**src/rtl/z_pkg.sv**
```systemverilog
// Shared definitions for the Z-axis move sequencer.
// - STEP_W / SPEED_W : widths of the step count and half-period speed fields
// - ENTRY_W          : width of one queued command, {steps, speed}
// - state_t          : sequencer FSM encoding (IDLE, ISSUE, RUN, HALT)
package z_pkg;

    localparam int STEP_W  = 32;
    localparam int SPEED_W = 32;
    localparam int ENTRY_W = STEP_W + SPEED_W;

    typedef enum logic [1:0] {
        IDLE  = 2'd0,
        ISSUE = 2'd1,
        RUN   = 2'd2,
        HALT  = 2'd3
    } state_t;

endpackage

```
**src/rtl/z_cmd_fifo.sv**
```systemverilog
// Synchronous command FIFO for queued Z moves.
// Ports:
// - clk, rst     : clock, synchronous active-high reset (empties the FIFO)
// - push, din    : write request and data; taken when not full, or when full
//                  and a pop happens in the same cycle
// - pop          : read request; the head (dout) advances when not empty
// - flush        : synchronous clear, dominates push and pop
// - dout         : current head entry (combinational read)
// - full, empty  : status from pointers carrying one extra wrap bit
module z_cmd_fifo
    import z_pkg::*;
#(
    parameter int DEPTH = 8,
    parameter int WIDTH = ENTRY_W
) (
    input  logic             clk,
    input  logic             rst,
    input  logic             push,
    input  logic             pop,
    input  logic             flush,
    input  logic [WIDTH-1:0] din,
    output logic [WIDTH-1:0] dout,
    output logic             full,
    output logic             empty
);

    localparam int AW = $clog2(DEPTH);

    logic [WIDTH-1:0] mem [DEPTH];
    logic [AW:0]      wr_ptr;
    logic [AW:0]      rd_ptr;
    logic             do_push;
    logic             do_pop;

    assign empty   = (wr_ptr == rd_ptr);
    assign full    = (wr_ptr[AW] != rd_ptr[AW]) && (wr_ptr[AW-1:0] == rd_ptr[AW-1:0]);
    assign dout    = mem[rd_ptr[AW-1:0]];

    // A full FIFO frees its head slot in the same cycle when popped.
    assign do_push = push && (!full || pop) && !flush;
    assign do_pop  = pop && !empty && !flush;

    always_ff @(posedge clk) begin
        if (do_push) begin
            mem[wr_ptr[AW-1:0]] <= din;
        end
    end

    always_ff @(posedge clk) begin
        if (rst || flush) begin
            wr_ptr <= '0;
            rd_ptr <= '0;
        end else begin
            if (do_push) begin
                wr_ptr <= wr_ptr + 1'b1;
            end
            if (do_pop) begin
                rd_ptr <= rd_ptr + 1'b1;
            end
        end
    end

endmodule

```
**src/rtl/z_move_sequencer.sv**
```systemverilog
// Queues Z-axis move commands and issues them one at a time to the stepper
// driver, tracking completion and halting (with queue flush) on early stops.
// Ports:
// - clk, rst                 : clock, synchronous active-high reset
// - cmd_valid/ready/steps/speed : command push interface
// - clear_fault              : pulse that leaves HALT
// - stepper_driving          : driver busy flag
// - stepper_step_out         : driver remaining signed steps
// - stepper_step_in/speed    : registered move parameters to the driver
// - start_driving            : level start request, high only in ISSUE
// - busy, fault              : status
// - fault_remaining          : remaining steps captured at abort
// - moves_done               : completed move count (wraps)
// - state                    : FSM state for observation
// Handshake: a command is taken on a rising edge where cmd_valid and
// cmd_ready are both high; cmd_ready never depends on cmd_valid.
module z_move_sequencer
    import z_pkg::*;
#(
    parameter int DEPTH       = 8,
    parameter int ACK_TIMEOUT = 16
) (
    input  logic               clk,
    input  logic               rst,
    input  logic               cmd_valid,
    output logic               cmd_ready,
    input  logic [STEP_W-1:0]  cmd_steps,
    input  logic [SPEED_W-1:0] cmd_speed,
    input  logic               clear_fault,
    input  logic               stepper_driving,
    input  logic [STEP_W-1:0]  stepper_step_out,
    output logic [STEP_W-1:0]  stepper_step_in,
    output logic [SPEED_W-1:0] stepper_speed,
    output logic               start_driving,
    output logic               busy,
    output logic               fault,
    output logic [STEP_W-1:0]  fault_remaining,
    output logic [15:0]        moves_done,
    output state_t             state
);

    localparam int CW = $clog2(ACK_TIMEOUT + 1);

    state_t               state_next;
    logic [ENTRY_W-1:0]   head;
    logic [STEP_W-1:0]    head_steps;
    logic [SPEED_W-1:0]   head_speed;
    logic                 fifo_full;
    logic                 fifo_empty;
    logic                 push;
    logic                 pop;
    logic                 flush;
    logic                 load;
    logic                 count_done;
    logic                 cap_timeout;
    logic                 cap_remain;
    logic [CW-1:0]        ack_cnt;

    assign head_steps = head[ENTRY_W-1:SPEED_W];
    assign head_speed = head[SPEED_W-1:0];

    assign cmd_ready     = (state != HALT) && (!fifo_full || pop);
    assign push          = cmd_valid && cmd_ready;
    assign start_driving = (state == ISSUE);
    assign fault         = (state == HALT);
    assign busy          = !fifo_empty || (state != IDLE);

    z_cmd_fifo #(
        .DEPTH (DEPTH),
        .WIDTH (ENTRY_W)
    ) u_fifo (
        .clk   (clk),
        .rst   (rst),
        .push  (push),
        .pop   (pop),
        .flush (flush),
        .din   ({cmd_steps, cmd_speed}),
        .dout  (head),
        .full  (fifo_full),
        .empty (fifo_empty)
    );

    always_comb begin
        state_next  = state;
        pop         = 1'b0;
        load        = 1'b0;
        count_done  = 1'b0;
        cap_timeout = 1'b0;
        cap_remain  = 1'b0;
        case (state)
            IDLE: begin
                if (!fifo_empty) begin
                    pop = 1'b1;
                    // Magnitude bits zero: the driver would ignore it, so
                    // retire it here without a handshake.
                    if (head_steps[STEP_W-2:0] == '0) begin
                        count_done = 1'b1;
                    end else begin
                        load       = 1'b1;
                        state_next = ISSUE;
                    end
                end
            end
            ISSUE: begin
                if (stepper_driving) begin
                    state_next = RUN;
                end else if (ack_cnt == CW'(ACK_TIMEOUT - 1)) begin
                    cap_timeout = 1'b1;
                    state_next  = HALT;
                end
            end
            RUN: begin
                if (!stepper_driving) begin
                    if (stepper_step_out[STEP_W-2:0] == '0) begin
                        count_done = 1'b1;
                        state_next = IDLE;
                    end else begin
                        cap_remain = 1'b1;
                        state_next = HALT;
                    end
                end
            end
            HALT: begin
                if (clear_fault) begin
                    state_next = IDLE;
                end
            end
            default: state_next = IDLE;
        endcase
    end

    // Queue is dropped on the cycle HALT is entered; HALT itself refuses pushes.
    assign flush = (state_next == HALT) && (state != HALT);

    always_ff @(posedge clk) begin
        if (rst) begin
            state           <= IDLE;
            stepper_step_in <= '0;
            stepper_speed   <= '0;
            fault_remaining <= '0;
            moves_done      <= '0;
            ack_cnt         <= '0;
        end else begin
            state <= state_next;
            if (load) begin
                stepper_step_in <= head_steps;
                stepper_speed   <= (head_speed == '0) ? SPEED_W'(1) : head_speed;
            end
            if (cap_timeout) begin
                fault_remaining <= stepper_step_in;
            end else if (cap_remain) begin
                fault_remaining <= stepper_step_out;
            end
            if (count_done) begin
                moves_done <= moves_done + 16'd1;
            end
            if (state == ISSUE) begin
                ack_cnt <= ack_cnt + CW'(1);
            end else begin
                ack_cnt <= '0;
            end
        end
    end

endmodule

```
**config.mk**
```make
export PLATFORM = sky130hd
export DESIGN_NAME = z_move_sequencer
export DESIGN_NICKNAME = d
export VERILOG_FILES = /design/src/rtl/z_pkg.sv /design/src/rtl/z_cmd_fifo.sv /design/src/rtl/z_move_sequencer.sv
export SDC_FILE = /design/constraint.sdc
export NUM_CORES = 1
export LEC_CHECK = 0
export BUFFER_PORTS_ARGS = -buffer_cell sky130_fd_sc_hd__buf_2
export CAP_MARGIN = 20
export CORE_MARGIN = 2
export CORE_UTILIZATION = 29
export DETAILED_ROUTE_END_ITERATION = 16
export PLACE_DENSITY = 0.42
export SYNTH_ARGS = -nofsm -noshare
export SYNTH_HDL_FRONTEND = slang
export SYNTH_SLANG_ARGS = --single-unit
```
**constraint.sdc**
```tcl
create_clock -name clk -period 8.8 [get_ports clk]
set_input_delay 1.32 -clock clk [delete_from_list [all_inputs] [get_ports clk]]
set_output_delay 1.32 -clock clk [all_outputs]
set_load 0.005 [all_outputs]
```
== After elaboration in Yosys (flattened, before gate mapping) ==
Memory sizes are Yosys's and may differ from the RTL's. A register that Yosys moved wholly into a read port is not among the register bits.
Cells that the tools add are included.
Storage, ports and cells
  bits in read-only memories: 0
  bits in latches: 0
  memories kept: 1
  output and inout port bits: 118
  flip-flop bits (word level): 127
  bits in writable memories: 512
Operators by class
  reduce and logical (&&, ||, !) cells: 21
  shifts and indexed selects: 0
  add/sub/neg operators: 4
  equality and inequality tests: 9
  $mul: 0
  bitwise gates (word level): 1
  $lt $le $gt $ge: 0
  mux-type cells: 31
  div/mod/pow operators: 0
Memory list
  u_fifo.mem: depth 8, width 64, rd ports 1, clocked after Yosys merged registers in 1, wr ports 1, line z_cmd_fifo.sv:29  | logic [WIDTH-1:0] mem [DEPTH];
Operators with widths (count)
  32-bit 2-to-1 mux: 3
  31-bit logical NOT: 2
  32-bit logical NOT: 1
  1-bit 2-to-1 mux: 17
  16-bit by 1-bit adder with 16-bit output (second input constant): 1
  2-bit 2-to-1 mux: 7
  4-bit by 1-bit adder with 4-bit output (second input constant): 2
  1-bit logical AND: 8
  2-bit one-hot mux with 4 select lines: 1
  2-bit == test (second input constant): 3
  3-bit 2-to-1 mux: 2
  5-bit by 1-bit adder with 5-bit output (second input constant): 1
  5-bit by 4-bit == test with 1-bit output (second input constant): 1
  4-bit == test: 1
  2-bit nonzero test: 2
  3-bit == test: 1
  1-bit logical NOT: 3
  1-bit logical OR: 3
  2-bit by 1-bit == test with 1-bit output (second input constant): 1
  2-bit logical NOT: 1
  2-bit inequality test (second input constant): 1
  1-bit one-hot mux with 2 select lines: 1
  2-bit OR reduction: 1
  1-bit inequality test: 1
  1-bit NOT: 1

== Logic depth before layout (Yosys ltp) ==
Gate-level depths: netlist (run 1).
  word-level depth: 10
  mapped depth: 12

== By module ==
From an unflattened synthesis (run 1), not the netlist that was laid out.
Unflattened totals
  cell total of the unflattened synthesis: 1406
  area total of the unflattened synthesis: 25025.3 µm²
Modules (own cells, without submodules)
  z_cmd_fifo: times used 1, seq. area each 15595.0 µm², area an instance 19859.0 µm², cells each 814
  z_move_sequencer: times used 1, seq. area each 2382.3 µm², area an instance 5166.2 µm², cells each 592

== Worst setup path after synthesis (run 1) ==
OpenSTA, ideal clock, no wires.
  path type: input-to-reg
  start: input stepper_step_out[8]
  end: memory u_fifo.mem[0][0] in the netlist's numbering (enable)
  buffers on the path: 0
  setup time: 0.565 ns
  stages: 6
  data required time: 8.235 ns
  setup slack: 1.485 ns
  arrival: 6.750 ns
  cells stage by stage: nor4_1 > nand4_1 > o21ai_0 > a21oi_1 > or3_1 > nor3_1
Between the ends
  word-level cells in the longest chain between the ends: 10
Ends and longest elaborated chain
  from (decl): line z_move_sequencer.sv:31  | input logic [STEP_W-1:0] stepper_step_out,
  31-bit logical NOT: line z_move_sequencer.sv:114  | if (stepper_step_out[STEP_W-2:0] == '0) begin
  2-bit 2-to-1 mux: line z_move_sequencer.sv:114
  2-bit 2-to-1 mux: line z_move_sequencer.sv:113  | if (!stepper_driving) begin
  2-bit one-hot mux with 4 select lines: line z_move_sequencer.sv:90  | case (state)
  2-bit == test: line z_move_sequencer.sv:133  | assign flush = (state_next == HALT) && (state != HALT);
  1-bit logical AND: line z_move_sequencer.sv:133
  1-bit logical NOT: line z_cmd_fifo.sv:40  | assign do_push = push && (!full || pop) && !flush;
  1-bit logical AND: line z_cmd_fifo.sv:40
  1-bit 2-to-1 mux: line z_cmd_fifo.sv:44  | if (do_push) begin
  1-bit 2-to-1 mux (not written as such): line z_cmd_fifo.sv:45  | mem[wr_ptr[AW-1:0]] <= din;
  to (decl): line z_cmd_fifo.sv:29
No other way between the ends.

== Final worst setup path (run 1) ==
  start: input stepper_step_out[7]
  end: memory u_fifo.mem[1][20] in the netlist's numbering (enable)
Same word-level chain as after synthesis.

==> results of run 1 <==
kinds of logic after synthesis:
kind of cell / share of synthesized area (%)
AOI/OAI and AO/OA: 3.04
muxes: 17.1
xor gates and xnor gates: 0.465
adders and majority gates: 0.255
buffers and inverters: 1.54
and+or+nand+nor: 4.28
DFF: 73.3
registers in the layout, summed over array words and instances, names as in the netlist, named ones only:
register	flops
u_fifo.mem	512
u_fifo.wr_ptr	4
moves_done	16
stepper_speed	32
u_fifo.rd_ptr	4
ack_cnt	5
fault_remaining	32
state	2
stepper_step_in	32
worst max-delay path: cells and delay by family:
family | cells | cell delay [ns]
buffers and inverters | 3 | 1.19
AOI/OAI and AO/OA | 2 | 0.46
and+or+nand+nor | 4 | 2.05
worst max path at each step:
| stage | startpoint | endpoint |
|---|---|---|
| 6_report | stepper_step_out[7] | u_fifo.mem[1][20] |
| 2_1_floorplan | stepper_step_out[8] | u_fifo.mem[0][0] |
| 4_1_cts | stepper_step_out[7] | u_fifo.mem[1][63] |
| 3_5_place_dp | stepper_step_out[7] | u_fifo.mem[1][20] |
| 3_3_place_gp | stepper_step_out[7] | u_fifo.mem[1][25] |
| 5_1_grt | stepper_step_out[7] | u_fifo.mem[1][4] |
per-layer routing:
layer	vias up	track usage [%]
li1	5861	-
met1	6765	19.7
met2	376	24.4
met3	113	3.28
met4	14	3.67
met5	-	0
power by group through the flow:
stage                     sequential, mW  clock [mW]  combinational [mW]
after detailed placement            3.80           0                1.63
after CTS                           3.74        3.21                1.64
after floorplan                     3.71           0                1.06
after global routing                3.76        3.33                1.75
after global placement              3.80           0                1.62
final                               3.74        3.12                1.59
cells in the final DEF, fill, tap and decap left out, drive strengths merged, types with 2 or more instances in the layout:
cell type and instances:
xor2 6, ha 5, clkinvlp 2, clkbuf 98, bufinv 7, a21oi 17, nand2 17, nand4 18
and3 5, nor2 127, clkinv 26, inv 14, nor2b 4, xnor2 7, nand2b 4, nor4 16
edfxtp 512, buf 238, or4 4, diode 3, o31ai 5, a211oi 66, nand3 8, dfxtp 130
or3 14, mux2i 100, mux4 126, and2 2, mux2 31, and4 2, nor3 4, o21ai 12
through the flow:
stage | utilization [%] | area [sq um] | worst slack (ns)
5_1_grt | 35.2 | 29400 | 3.73
3_5_place_dp | 32.2 | 26900 | 3.23
6_report | 35.2 | 29400 | 3.96
3_3_place_gp | 32.2 | 26900 | 3.21
4_1_cts | 35.2 | 29400 | 3.87
2_1_floorplan | - | 24500 | 1.49
area by class of cell:
cell class / instances / area (sq um) / share of cell area, %
Antenna cell: 3 / 7.51 / 0.0255
Clock buffer: 98 / 2030 / 6.90
Clock inverter: 42 / 460 / 1.56
Inverter: 7 / 26.3 / 0.0893
Multi-Input combinational cell: 609 / 6240 / 21.2
Sequential cell: 642 / 18000 / 61.1
Tap cell: 1134 / 1420 / 4.82
Timing Repair Buffer: 238 / 1260 / 4.27
==> key figures, run 1 <==
Clock tree
  – Post-CTS sizing: 0
  – Setup Buffers After CTS: 0
  – TritonCTS clock tree: yes
  – Worst-path clk slew: 0.05 ns
  – TritonCTS Buffers: 75
  – Root Driver: clkbuf_16
  – Clk sinks: 642
  – Clk buf depth: 3
  – Hold Buf Count CTS: 0
  – Latest clock arrival within the worst-skew pair: 0.62 ns
  – H-tree levels: 3

Hold path
  – Hold path depth: 1
  – Min-Delay Endpoint: ack_cnt[0]
  – Type of the tightest min-delay check: reg -> reg
  – Worst Hold Launch: ack_cnt[0]

Timing
  – Fin crit share: 55.0%
  – Final setup violation count: 0
  – Max-slew violation count: 0
  – Setup TNS: 0 ns
  – Skew final: 0.0258 ns
  – Minimum clock period: 4.84 ns
  – Hold Slack: 0.446 ns
  – Hold Vio Cnt, Final: 0
  – Rel. slew slack: 30.3%
  – Slew at the pin closest to its max-slew limit: 1.04 ns
  – FMAX: 207 MHz
  – Unrepaired setup endpoints after global routing: no

Yosys
  – Syn nets: 1445
  – Synth async-reset ratio: 0%
  – Commonest cells in the netlist: edfxtp_1, dfxtp_1, nor2_1
  – Avg Cell Area, Syn: 18.3 sq um
  – Post-synthesis cell count: 1339
  – Post-synthesis sequential area ratio: 73.3%
  – Synth Flop Type: edfxtp_1
  – Top-count cell post-synth: edfxtp_1
  – Netlist cell types: 41
  – Register bit total from synthesis: 642
  – Syn Std Cell Area: 24500 sq um
  – Post-synth EDFFs: 512
  – Yosys warning count: 0
  – Ranking of synthesized cells by area: edfxtp_1, mux4_2, dfxtp_1, mux2i_1, a211oi_1
  – Cell taking the most area after synthesis: edfxtp_1
  – Share of Yosys cell area claimed by the top area cell type: 62.7%

Critical path
  – WP data required: 9.04 ns
  – Max stage delay cell, worst path: nor2_4
  – CP arrival: 5.07 ns
  – CP max stage delay: 0.84 ns
  – Endpoint type of the worst setup path: flop
  – Reg-to-Reg End: moves_done[11]
  – Crit path max fanout: 68
  – FF-to-FF path depth: 9
  – Top cell by count, worst path: buf_4
  – Nature of the critical path startpoint: input pin
  – Crit path cell chain: buf_2, nor4_1, nand4_1, o21ai_0, a21oi_4, buf_4, or3_1, nor2_4, buf_4
  – R2r setup slk: 4.58 ns
  – Critical path type: in -> reg

Power
  – Combinational fraction of design power: 18.8%
  – VDD IR max: 0.230 mV
  – Pwr dens: 287 nW/um^2
  – Clock Power Share: 36.9%
  – Sw Ratio: 27.9%
  – Cell internal pwr: 6.08 mW
  – Reg power frac: 44.2%
  – Total power: 8.44 mW
  – Switch Pwr: 2.36 mW
  – P_leak: 9.59 nW

Die
  – I/O pins: 219
  – Initial core utilization: 29.3%
  – Rows: 106
  – Die Ht: 295 um
  – Die Wd: 295 um
  – Core Area: 83700 sq um
  – Die Area: 86900 sq um

Detailed routing
  – WL met1: 28700 um
  – DR WL met3: 3490 um
  – Via count: 13100
  – DR vias/cell: 4.73
  – Iteration-0 DRC Markers: 797
  – DR top layer: met5
  – TritonRoute pass-1 iters: 5
  – Met2 routed wirelength: 30500 um
  – DRC viols: 0
  – Final WL: 64100 um
  – Routed wire per std cell: 23.1 um
  – Antenna viol nets, final: 0

Global route
  – Pin count of the biggest net entering global routing: 114
  – First-pass GRT wire length: 93900 um
  – Vias in the first global route: 13700
  – Grt ovf: 0
  – Initial antenna violation count: 16
  – GRT Total Usage: 14.8%

Layout
  – Post-route insts no fill: 2773
  – Proportion of layout cells with a drive suffix above 1: 32.3%
  – Fin nets: 1679
  – Synthesis-to-finish area growth: 20.1%
  – Fill cell count: 7911

Placed design
  – GPL Wtd Cong: 0.742
  – Detail Placement HPWL: 38900 um
  – # port buffers: 218
  – Inst Count DP: 2630

Job
  – Max-Cap Viols: 0

Status
  – Status: finished clean
(Power assumes the default switching activity.)
==> run 2: changes to the inputs <==
==> constraint.sdc (replaced) <==
create_clock -name clk -period 4.7 [get_ports clk]
set_input_delay 0.705 -clock clk [delete_from_list [all_inputs] [get_ports clk]]
set_output_delay 0.705 -clock clk [all_outputs]
set_load 0.005 [all_outputs]
==> run 2 against run 1 <==
Net effect:
- combinational power increased by 93%
- power is 88% higher
- clock skew is 0.00080 ns higher
- critical endpoint is now stepper_speed[0]
- largest cell class unchanged
==> key figures, run 2 (same netlist as run 1, synthesis figures left out) <==
Critical path
  – Nature of the critical path startpoint: flop (was input pin)
  – WP data required: 5.21 ns (was 9.04 ns)
  – Critical path type: reg -> reg (was in -> reg)
  – Crit path cell chain: buf_4, buf_4, mux4_2, mux2i_1, nand4_1, nor4_1, nand2_1, a311oi_1 (was buf_2, nor4_1, nand4_1, o21ai_0, a21oi_4, buf_4, or3_1, nor2_4, buf_4)
  – CP arrival: 4.31 ns (was 5.07 ns)
  – Endpoint type of the worst setup path: flop (unchanged)
  – CP max stage delay: 0.74 ns (was 0.84 ns)
  – Top cell by count, worst path: buf_4 (unchanged)
  – Crit path max fanout: 28 (was 68)
  – Max stage delay cell, worst path: dfxtp_4 (was nor2_4)

Detailed routing
  – Iteration-0 DRC Markers: 758 (was 797)
  – TritonRoute pass-1 iters: 5 (unchanged)
  – Via count: 13200 (was 13100)
  – Routed wire per std cell: 23.4 um (was 23.1 um)
  – Final WL: 65600 um (was 64100 um)
  – DR vias/cell: 4.72 (was 4.73)
  – Antenna viol nets, final: 0 (unchanged)
  – DRC viols: 0 (unchanged)

Layout
  – Fin nets: 1708 (was 1679)
  – Most common cell after layout, fill and taps aside: edfxtp_1 (unchanged)
  – Most frequent cells in the layout: edfxtp_1, buf_2, dfxtp_1 (unchanged)
  – Fill cell count: 7903 (was 7911)
  – Reg area: 18000 sq um (unchanged)
  – Proportion of layout cells with a drive suffix above 1: 32.9% (was 32.3%)
  – Multi-input gate area: 6250 sq um (was 6240 sq um)
  – Synthesis-to-finish area growth: 22.2% (was 20.1%)
  – Post-route insts no fill: 2799 (was 2773)
  – Post-route cell area: 30000 sq um (was 29400 sq um)
  – Largest register FFs: 512 (unchanged)

Power
  – Pwr dens: 531 nW/um^2 (was 287 nW/um^2)
  – P_leak: 9.79 nW (was 9.59 nW)
  – VDD IR max: 0.299 mV (was 0.230 mV)

Clock tree
  – Root Driver: clkbuf_16 (unchanged)
  – Clk sinks: 642 (unchanged)
  – Hold Buf Count CTS: 0 (unchanged)
  – Post-CTS sizing: 0 (unchanged)
  – TritonCTS clock tree: yes (unchanged)
  – Clk buf depth: 3 (unchanged)
  – Latest clock arrival within the worst-skew pair: 0.61 ns (was 0.62 ns)
  – Worst-path clk slew: 0.06 ns (was 0.05 ns)
  – Setup Buffers After CTS: 0 (unchanged)
  – TritonCTS Buffers: 73 (was 75)
  – H-tree levels: 3 (unchanged)

Timing
  – FMAX: 263 MHz
  – Minimum clock period: 3.80 ns
  – Rel. slew slack: 29.3% (was 30.3%)
  – Max-slew violation count: 0 (unchanged)
  – Final setup violation count: 0 (unchanged)
  – Fin crit share: 80.9%
  – Hold Vio Cnt, Final: 0 (unchanged)
  – Unrepaired setup endpoints after global routing: no (unchanged)
  – Skew final: 0.0266 ns (was 0.0258 ns)
  – Hold Slack: 0.368 ns (was 0.446 ns)
  – Slew at the pin closest to its max-slew limit: 1.06 ns (was 1.04 ns)

Global route
  – Grt ovf: 0 (unchanged)
  – Vias in the first global route: 13700 (about the same)
  – Initial antenna violation count: 14 (was 16)
  – First-pass GRT wire length: 95700 um (was 93900 um)
  – Pin count of the biggest net entering global routing: 83 (was 114)
  – GRT Total Usage: 15.1% (was 14.8%)

Job
  – Max-Cap Viols: 0 (unchanged)

Die
  – Core Area: 83700 sq um (unchanged)
  – Die Wd: 295 um (unchanged)
  – I/O pins: 219 (unchanged)
  – Rows: 106 (unchanged)
  – Die Area: 86900 sq um (unchanged)
  – Initial core utilization: 29.3% (unchanged)
  – Die Ht: 295 um (unchanged)

Hold path
  – Type of the tightest min-delay check: in -> reg (was reg -> reg)
  – Worst Hold Launch: cmd_steps[5] (was ack_cnt[0])

Placed design
  – Post-detailed-placement cell area: 27500 sq um (was 26900 sq um)
  – # port buffers: 218 (unchanged)
  – GPL Wtd Cong: 0.754 (was 0.742)
  – Inst Count DP: 2661 (was 2630)
  – Detail Placement HPWL: 41500 um (was 38900 um)

Status
  – Status: finished clean (unchanged)
-- run 2: cell types whose count changed in the layout (fill, tap and decap cells not counted), sizes merged --
cell    change
buf        +31
bufinv      +1
clkinv      -6
diode       -1
clkbuf      +7
inv         -6
-- run 2: final cells by class --
cell class	instances	area share, %
Clock buffer	105	6.91
Sequential cell	642	60.0
Clock inverter	31	1.39
Inverter	7	0.0877
Timing Repair Buffer	269	5.93
Multi-Input combinational cell	609	20.9
Tap cell	1134	4.74
Antenna cell	2	0.0167
-- run 2: final timing paths --
check                           slack (ns)  cells past startpoint                 to
worst min-delay path                  0.37                      1  u_fifo.mem[6][37]
worst max register to register        0.90                      8   stepper_speed[0]
worst max-delay path                  0.90                      8   stepper_speed[0]
worst min register to register        0.45                      1         ack_cnt[0]
-- run 2: stage by stage --
| stage | power [mW] | worst slack, ns | setup TNS [ns] | util, % |
|---|---|---|---|---|
| finish | 15.9 | 0.899 | 0 | 35.8 |
| detailed placement | 10.3 | 0.727 | 0 | 32.8 |
| floorplan | 8.93 | -0.282 | -87.09 | - |
| global route | 16.7 | 0.576 | 0 | 35.8 |
| CTS | 16.2 | 0.755 | 0 | 35.8 |
| global placement | 10.3 | 0.782 | 0 | 32.8 |
-- run 2: report_power, final --
group	internal [mW]	switching, mW
Clock	3.53	2.29
Sequential	6.61	0.395
Combinational	1.39	1.68
Total	11.5	4.37
-- run 2: layer usage --
layer	share of wire, %	global-route usage, %
met5	0.11	0
met3	5.5	3.51
met1	45	20.2
met4	2.1	4.26
met2	48	24.6
-- run 2: worst max-delay path, delay by kind of cell (launching register included) --
family	cells	cell delay, ns
flops	1	0.74
compound gates	1	0.29
buf+inv	2	0.77
simple gates	3	0.78
mux	2	1.08
